<file path="config.mk">
export PLATFORM = sky130hd
export DESIGN_NAME = param_alu_seq
export DESIGN_NICKNAME = d
export VERILOG_FILES = /design/src/rtl/param_alu_seq.sv
export SDC_FILE = /design/constraint.sdc
export NUM_CORES = 1
export LEC_CHECK = 0
export BUFFER_PORTS_ARGS = -buffer_cell sky130_fd_sc_hd__buf_4
export CAP_MARGIN = 30
export CORE_ASPECT_RATIO = 0.9
export CORE_MARGIN = 5
export CORE_UTILIZATION = 40
export DETAILED_ROUTE_END_ITERATION = 10
export SYNTH_ARGS = -nofsm -noshare
export SYNTH_HDL_FRONTEND = slang
export SYNTH_SLANG_ARGS = --single-unit
</file>
<file path="constraint.sdc">
create_clock -name clk -period 7.07 [get_ports clk]
set_clock_uncertainty 0.05 [all_clocks]
set_input_delay 0.707 -clock clk [delete_from_list [all_inputs] [get_ports clk]]
set_output_delay 0.707 -clock clk [all_outputs]
set_load 0.01 [all_outputs]
</file>
<file path="src/rtl/param_alu_seq.sv">
// Sequential ALU: single-cycle logic/arith/shift/compare/accumulate ops, a shift-add multiplier,
// and a valid/ready result port. Define PARAM_ALU_ACC_SAT_EN for a saturating accumulator.
module param_alu_seq #(
    parameter int WIDTH = 4
) (
    input  logic                 clk,
    input  logic                 rst,
    input  logic                 in_valid,
    output logic                 in_ready,
    input  logic [WIDTH-1:0]     a,
    input  logic [WIDTH-1:0]     b,
    input  logic [3:0]           opcode,
    output logic                 out_valid,
    input  logic                 out_ready,
    output logic [2*WIDTH-1:0]   result,
    output logic                 carry,
    output logic                 zero,
    output logic [1:0]           state_dbg
);

    localparam int RW = 2 * WIDTH;
    localparam int CW = (WIDTH > 2) ? $clog2(WIDTH) : 1;
    localparam logic [CW-1:0] CNT_LAST = CW'(WIDTH - 1);

    // Handshake: a request transfers on a rising edge where in_valid && in_ready;
    // a result transfers on a rising edge where out_valid && out_ready. Valid
    // sources hold their payload stable until the transfer edge.
    typedef enum logic [1:0] {
        IDLE = 2'd0,
        MUL  = 2'd1,
        DONE = 2'd2
    } state_t;

    state_t state, state_next;

    logic [RW-1:0]    acc;
    logic [RW-1:0]    mcand;
    logic [RW-1:0]    prod;
    logic [RW-1:0]    prod_step;
    logic [WIDTH-1:0] mplier;
    logic [CW-1:0]    cnt;

    logic             accept;
    logic [RW-1:0]    cat;
    logic [WIDTH:0]   add_s;
    logic [WIDTH:0]   sub_d;
    logic [RW:0]      acc_sum;
    logic [RW-1:0]    alu_res;
    logic             alu_carry;
    logic [RW-1:0]    acc_next;
    logic [1:0]       cmp;

    assign in_ready  = (state == IDLE);
    assign out_valid = (state == DONE);
    assign state_dbg = state;
    assign accept    = in_valid && in_ready;

    always_ff @(posedge clk) begin
        if (rst) state <= IDLE;
        else     state <= state_next;
    end

    always_comb begin
        state_next = state;
        case (state)
            IDLE: if (accept) state_next = (opcode == 4'd9) ? MUL : DONE;
            MUL:  if (cnt == CNT_LAST) state_next = DONE;
            DONE: if (out_ready) state_next = IDLE;
            default: state_next = IDLE;
        endcase
    end

    always_comb begin
        cat       = {a, b};
        add_s     = {1'b0, a} + {1'b0, b};
        sub_d     = {1'b0, a} - {1'b0, b};
        acc_sum   = {1'b0, acc} + {1'b0, cat};
        cmp       = (a > b) ? 2'b10 : ((a < b) ? 2'b01 : 2'b11);
        alu_res   = '0;
        alu_carry = 1'b0;
        acc_next  = acc;
        case (opcode)
            4'd0:  alu_res = {{WIDTH{1'b0}}, a & b};
            4'd1:  alu_res = {{WIDTH{1'b0}}, a | b};
            4'd2:  alu_res = {~a, ~b};
            4'd3:  alu_res = {{WIDTH{1'b0}}, a ^ b};
            4'd4:  alu_res = {{WIDTH{1'b0}}, ~(a & b)};
            4'd5:  alu_res = {{WIDTH{1'b0}}, ~(a | b)};
            4'd6:  alu_res = {{WIDTH{1'b0}}, ~(a ^ b)};
            4'd7: begin
                alu_res   = {{(WIDTH-1){1'b0}}, add_s};
                alu_carry = add_s[WIDTH];
            end
            4'd8: begin
                // The top bit of a WIDTH+1 bit difference is exactly the borrow a < b.
                alu_res   = {{(WIDTH-1){1'b0}}, sub_d};
                alu_carry = sub_d[WIDTH];
            end
            4'd10: alu_res = {{(RW-2){1'b0}}, cmp};
            4'd11, 4'd13: begin
                alu_res   = {cat[RW-2:0], 1'b0};
                alu_carry = cat[RW-1];
            end
            4'd12: begin
                alu_res   = {1'b0, cat[RW-1:1]};
                alu_carry = cat[0];
            end
            4'd14: begin
                alu_res   = {cat[RW-1], cat[RW-1:1]};
                alu_carry = cat[0];
            end
            4'd15: begin
`ifdef PARAM_ALU_ACC_SAT_EN
                acc_next = acc_sum[RW] ? {RW{1'b1}} : acc_sum[RW-1:0];
`else
                acc_next = acc_sum[RW-1:0];
`endif
                alu_res   = acc_next;
                alu_carry = acc_sum[RW];
            end
            default: ;
        endcase
    end

    always_comb begin
        prod_step = prod + (mplier[0] ? mcand : '0);
    end

    always_ff @(posedge clk) begin
        if (rst) begin
            result <= '0;
            carry  <= 1'b0;
            zero   <= 1'b0;
            acc    <= '0;
            mcand  <= '0;
            mplier <= '0;
            prod   <= '0;
            cnt    <= '0;
        end else begin
            case (state)
                IDLE: begin
                    if (accept) begin
                        if (opcode == 4'd9) begin
                            mcand  <= {{WIDTH{1'b0}}, a};
                            mplier <= b;
                            prod   <= '0;
                            cnt    <= '0;
                        end else begin
                            result <= alu_res;
                            carry  <= alu_carry;
                            zero   <= (alu_res == '0);
                            acc    <= acc_next;
                        end
                    end
                end
                MUL: begin
                    // One multiplier bit per cycle; the last step lands straight in result.
                    prod   <= prod_step;
                    mcand  <= {mcand[RW-2:0], 1'b0};
                    mplier <= {1'b0, mplier[WIDTH-1:1]};
                    cnt    <= cnt + 1'b1;
                    if (cnt == CNT_LAST) begin
                        result <= prod_step;
                        carry  <= 1'b0;
                        zero   <= (prod_step == '0);
                    end
                end
                default: ;
            endcase
        end
    end

endmodule

</file>
# Word level (Yosys, flattened, before mapping)
# Cells that the tools add are included.
# classes
n_addsub	5
mul	0
div	0
order_cmp	2
eq_ne	23
n_shift	0
n_mux	34
bitwise_logic	9
reduce_logical	12
# ops
cell	count
one-hot mux 8 bit (14 select lines)	1
two-way mux 8 bit	8
one-hot mux 8 bit (2 select lines)	3
equality test 4 bit (second input constant)	8
inverter 4 bit	5
equality test 4 x 3 -> 1 bit (second input constant)	4
logical NOT 8 bit	2
two-way mux 2 bit	8
adder 8 x 8 -> 9 bit	1
adder 8 bit	1
equality test 4 x 2 -> 1 bit (second input constant)	2
two-way mux 4 bit	2
one-hot mux 4 bit (2 select lines)	1
AND reduction 4 bit	2
two-way mux 1 bit	6
inequality test 2 x 1 -> 1 bit (second input constant)	3
one-hot mux 2 bit (3 select lines)	1
AND reduction 3 bit	2
adder 4 x 4 -> 5 bit	1
one-hot mux 1 bit (5 select lines)	1
subtractor 4 x 4 -> 5 bit	1
bitwise AND 4 bit	1
equality test 2 bit (second input constant)	2
equality test 4 x 1 -> 1 bit (second input constant)	1
other kinds (15)	18
# totals
ff_bits	42
latch_bits	0
ramBits	0
romBits	0
inputBits	16
word_cells	94
mem_count	0

# Depth between registers and ports, before layout
# logic_depth
word_depth	8
depth_mapped	11

# Least setup slack after synthesis
# OpenSTA, ideal clock, no wires.
# synth_path
kind	flip-flop to flip-flop
from	register mplier[0]
to	register zero
arrival_ns	2.690
t_required_ns	6.962
slack_ns	4.272
path_stages_with_launch	11
path_buffers	0
cell_sequence	dfxtp_1 -> and2_1 -> ha_1 -> fa_1 -> a211oi_2 -> nor2_1 -> xor2_1 -> or4_1 -> or4_1 -> o21ai_1 -> a22o_2
# synth_via
elab_chain_len	5
# synth_lines
element	line	source
start, declared	40	logic [WIDTH-1:0] mplier;
start signal, assigned	160	mplier <= {1'b0, mplier[WIDTH-1:1]};
two-way mux 8 bit	126	prod_step = prod + (mplier[0] ? mcand : '0);
adder 8 bit	126	
logical NOT 8 bit	165	zero <= (prod_step == '0);
two-way mux 1 bit	162	if (cnt == CNT_LAST) begin
one-hot mux 1 bit (2 select lines)	140	case (state)
end signal, assigned	151	zero <= (alu_res == '0);
end signal, assigned	165	
end, declared	17	output logic zero,
# No other way between the ends. The select of a mux whose other input is x is not followed.
# A chain may end at the register's enable or synchronous reset.

# Worst setup path after layout
# Ends and elaborated chain as after synthesis.

==> run summary <==
Status -> finished, final reports clean
Hold depth -> 2
Final hold vios -> 0
Area Overhead vs Synth -> 9.64%
Via count -> 3170
Vias per inst -> 5.82
Static leakage -> 1.55 nW
Maximum fanout along the worst path -> 9
Most common cell in the netlist -> nor2_1
Placed instance area -> 0.00360 mm2
Detailed placer's ending HPWL -> 6.78 mm
Synthesis Warnings -> 0
Vias in the first global route -> 3011
Worst reg-to-reg path cell count -> 10
Clk buf depth -> 2
CP max stage cell -> or4_1
Max cap viols -> 0
GPL Wtd Cong -> 0.946
Leading area contributor after synthesis -> dfxtp_1
Syn Area/Cell -> 7.68 um2
FILL cells -> 829
Setup repair after global routing missed its margin -> no
CTS tree -> built
Cell variety after synth -> 59
Most frequent CP cell -> or4_1
Antenna cells -> 0
Minimum hold slack -> 0.406 ns
Register bit total from synthesis -> 42
First-pass GRT wire length -> 15.3 mm
Post-synth EDFFs -> 0
H-Tree Depth -> 2
End point of the worst hold path -> result[5]
Post-layout net count -> 493
Initial cell density of the core -> 41.5%
Pwr/cell area -> 146 mW/mm2
Top post-synthesis cells by area -> dfxtp_1, ha_1, nor2_1
Crit-path cells -> and2_1, ha_1, fa_1, a211oi_2, nor2_1, xor2_1, or4_1, or4_1, o21ai_1, a22o_2
Initial DRC count -> 236
CP arrival -> 3.27 ns
Hold path start -> result[5]
Largest net degree at the start of global routing -> 43
Per-cell routed wire length -> 16.9 um
Post-route clock period utilization -> 43.4%
FF-to-FF Start -> mplier[0]
Worst-Margin Slew -> 1.04 ns
Die H -> 97.0 um
Fin. max-slew vios -> 0
Crit start category -> register
DRC viols -> 0
Maximum vdd drop -> 0.0680 mV
Final setup viols -> 0
Clock-pin slew on the worst setup and hold paths -> 0.09 ns
Rows -> 31
Clock Tree Root -> clkbuf_8
Sequential-to-total area share from yosys stat -> 25.0%
I/O pin cnt -> 30
Die Wd -> 107 um
Top cells by count, synth -> nor2_1, dfxtp_1, a21oi_1, nand2_1, ha_1
1st-pass router iterations -> 4
Worst skew pair latency -> 0.30 ns
Post-CTS sizing -> 0
Slowest cell delay on critical path -> 0.48 ns
Worst hold path class -> register to register
Cell area after synthesis -> 0.00336 mm2
GR Overflow Total -> 0
Ys flop type -> dfxtp_1
FF-to-FF setup slack -> 4.00 ns
Post-synth top area share -> 25.0%
Routed WL -> 9.23 mm
CP top delay family -> simple AND/OR/NAND/NOR gates
Overall Power -> 0.000538 W
Buf/Inv on CP -> 0
Cts bufs inserted -> 5
Worst endpoint required time -> 7.27 ns
Post-CTS Setup Bufs -> 0
CP Class -> register to register
Clock sinks -> 42
Crit end category -> register
Max Clk Rate -> 326 MHz
Tmin final -> 3.07 ns
Worst slack at placement -> 3.99 ns
Rel. slew slack -> 30.5%
Syn Inst Count -> 438
Total Neg Setup Slack -> 0 ns
Worst Setup Slack, final -> 4.00 ns
Antenna Nets Post-Route -> 0
GRT Resource Usage Total -> 17.9%
Design Area, Final -> 0.00369 mm2
Asr flop ratio synth -> 0%
Core area -> 0.00811 mm2
IO buf count -> 29
Area of the die -> 0.0103 mm2
Layout cells sized above 1 -> 10.5%
Initial antenna violation count -> 0
Worst r2r dst -> zero
Hold Buf Count CTS -> 0
Post-synth net total -> 486
## report_power, final
part / total (W) / internal [W] / switching [W]
Clock: 0.000158 / 0.0000698 / 0.0000882
Combinational: 0.000132 / 0.0000530 / 0.0000793
Sequential: 0.000248 / 0.000243 / 0.00000506
## metrics by stage
step,cells,util (%)
after floorplan,438,-
after global placement,536,44.2
after detailed placement,537,44.4
after CTS,545,45.5
after global routing,545,45.5
final,545,45.5
## cells in the final DEF, fill, tap and decap left out, types with 5 or more instances in the layout
cell type	netlist	routed
xor2_1	7	7
o21bai_1	6	6
nor4_1	6	6
nand2_1	36	36
o21ai_0	20	20
nor2b_1	6	5
xnor2_1	9	9
nor3_1	5	5
ha_1	28	28
a311oi_1	7	7
a22oi_1	11	11
a21oi_1	36	36
a211oi_1	5	5
o211ai_1	5	5
and3_1	7	7
and2_1	8	8
nand3_1	13	13
buf_4	0	29
clkbuf_8	0	5
nor2_1	56	56
dfxtp_1	42	42
a31oi_1	7	7
mux2i_1	9	9
inv_1	20	20
## kinds of logic (layout without fill, tap and decap cells)
| family | count (synthesis) | after routing | synth area share (%) |
|---|---|---|---|
| AND/OR/NAND/NOR | 154 | 154 | 21.5 |
| AO/OA/AOI/OAI | 130 | 130 | 25.9 |
| XOR/XNOR | 16 | 16 | 4.17 |
| multiplexers | 14 | 14 | 4.69 |
| buffers and inverters | 50 | 58 | 5.84 |
| adder cells (fa/ha/maj) | 32 | 32 | 12.8 |
| flip-flops | 42 | 42 | 25.0 |
## metal layers
| layer | vias to the layer above | track usage, % | part of all wire (%) |
|---|---|---|---|
| li1 | 1594 | - | - |
| met1 | 1490 | 25.6 | 48 |
| met2 | 82 | 27.5 | 45 |
| met3 | 4 | 3.46 | 5.9 |
| met4 | 0 | 4.33 | 0.56 |
| met5 | - | 0 | 0 |
## tightest hold or removal path, cell delays in order, from the launching register on
cell and delay, ns:
dfxtp_1 0.32, nand2_1 0.05, a21oi_1 0.05
## layout make-up
type / count / area (um2) / area share (%)
Inverter: 20 / 75.1 / 2.04
Timing Repair Buffer: 30 / 233 / 6.31
Clock buffer: 6 / 72.6 / 1.97
Clock inverter: 2 / 13.8 / 0.373
Multi-Input combinational cell: 346 / 2330 / 63.1
Sequential cell: 42 / 841 / 22.8
Tap cell: 99 / 124 / 3.36
## registers in the layout, summed over array words and instances, names as in the netlist
register,count
mcand,8
mplier,4
prod,8
zero,1
result,8
carry,1
acc,8
cnt,2
state_dbg,2
## worst max path at each step
stage                     slack [ns]  cells past startpoint   end  startpoint
after floorplan                 4.27                     10  zero   mplier[0]
after global placement          3.98                     10  zero        b[0]
after detailed placement        3.99                     10  zero        b[0]
after CTS                       4.00                     10  zero   mplier[0]
after global routing            3.90                     10  zero   mplier[0]
final                           4.00                     10  zero   mplier[0]
No activity file was read; power rests on OpenSTA's default activity.
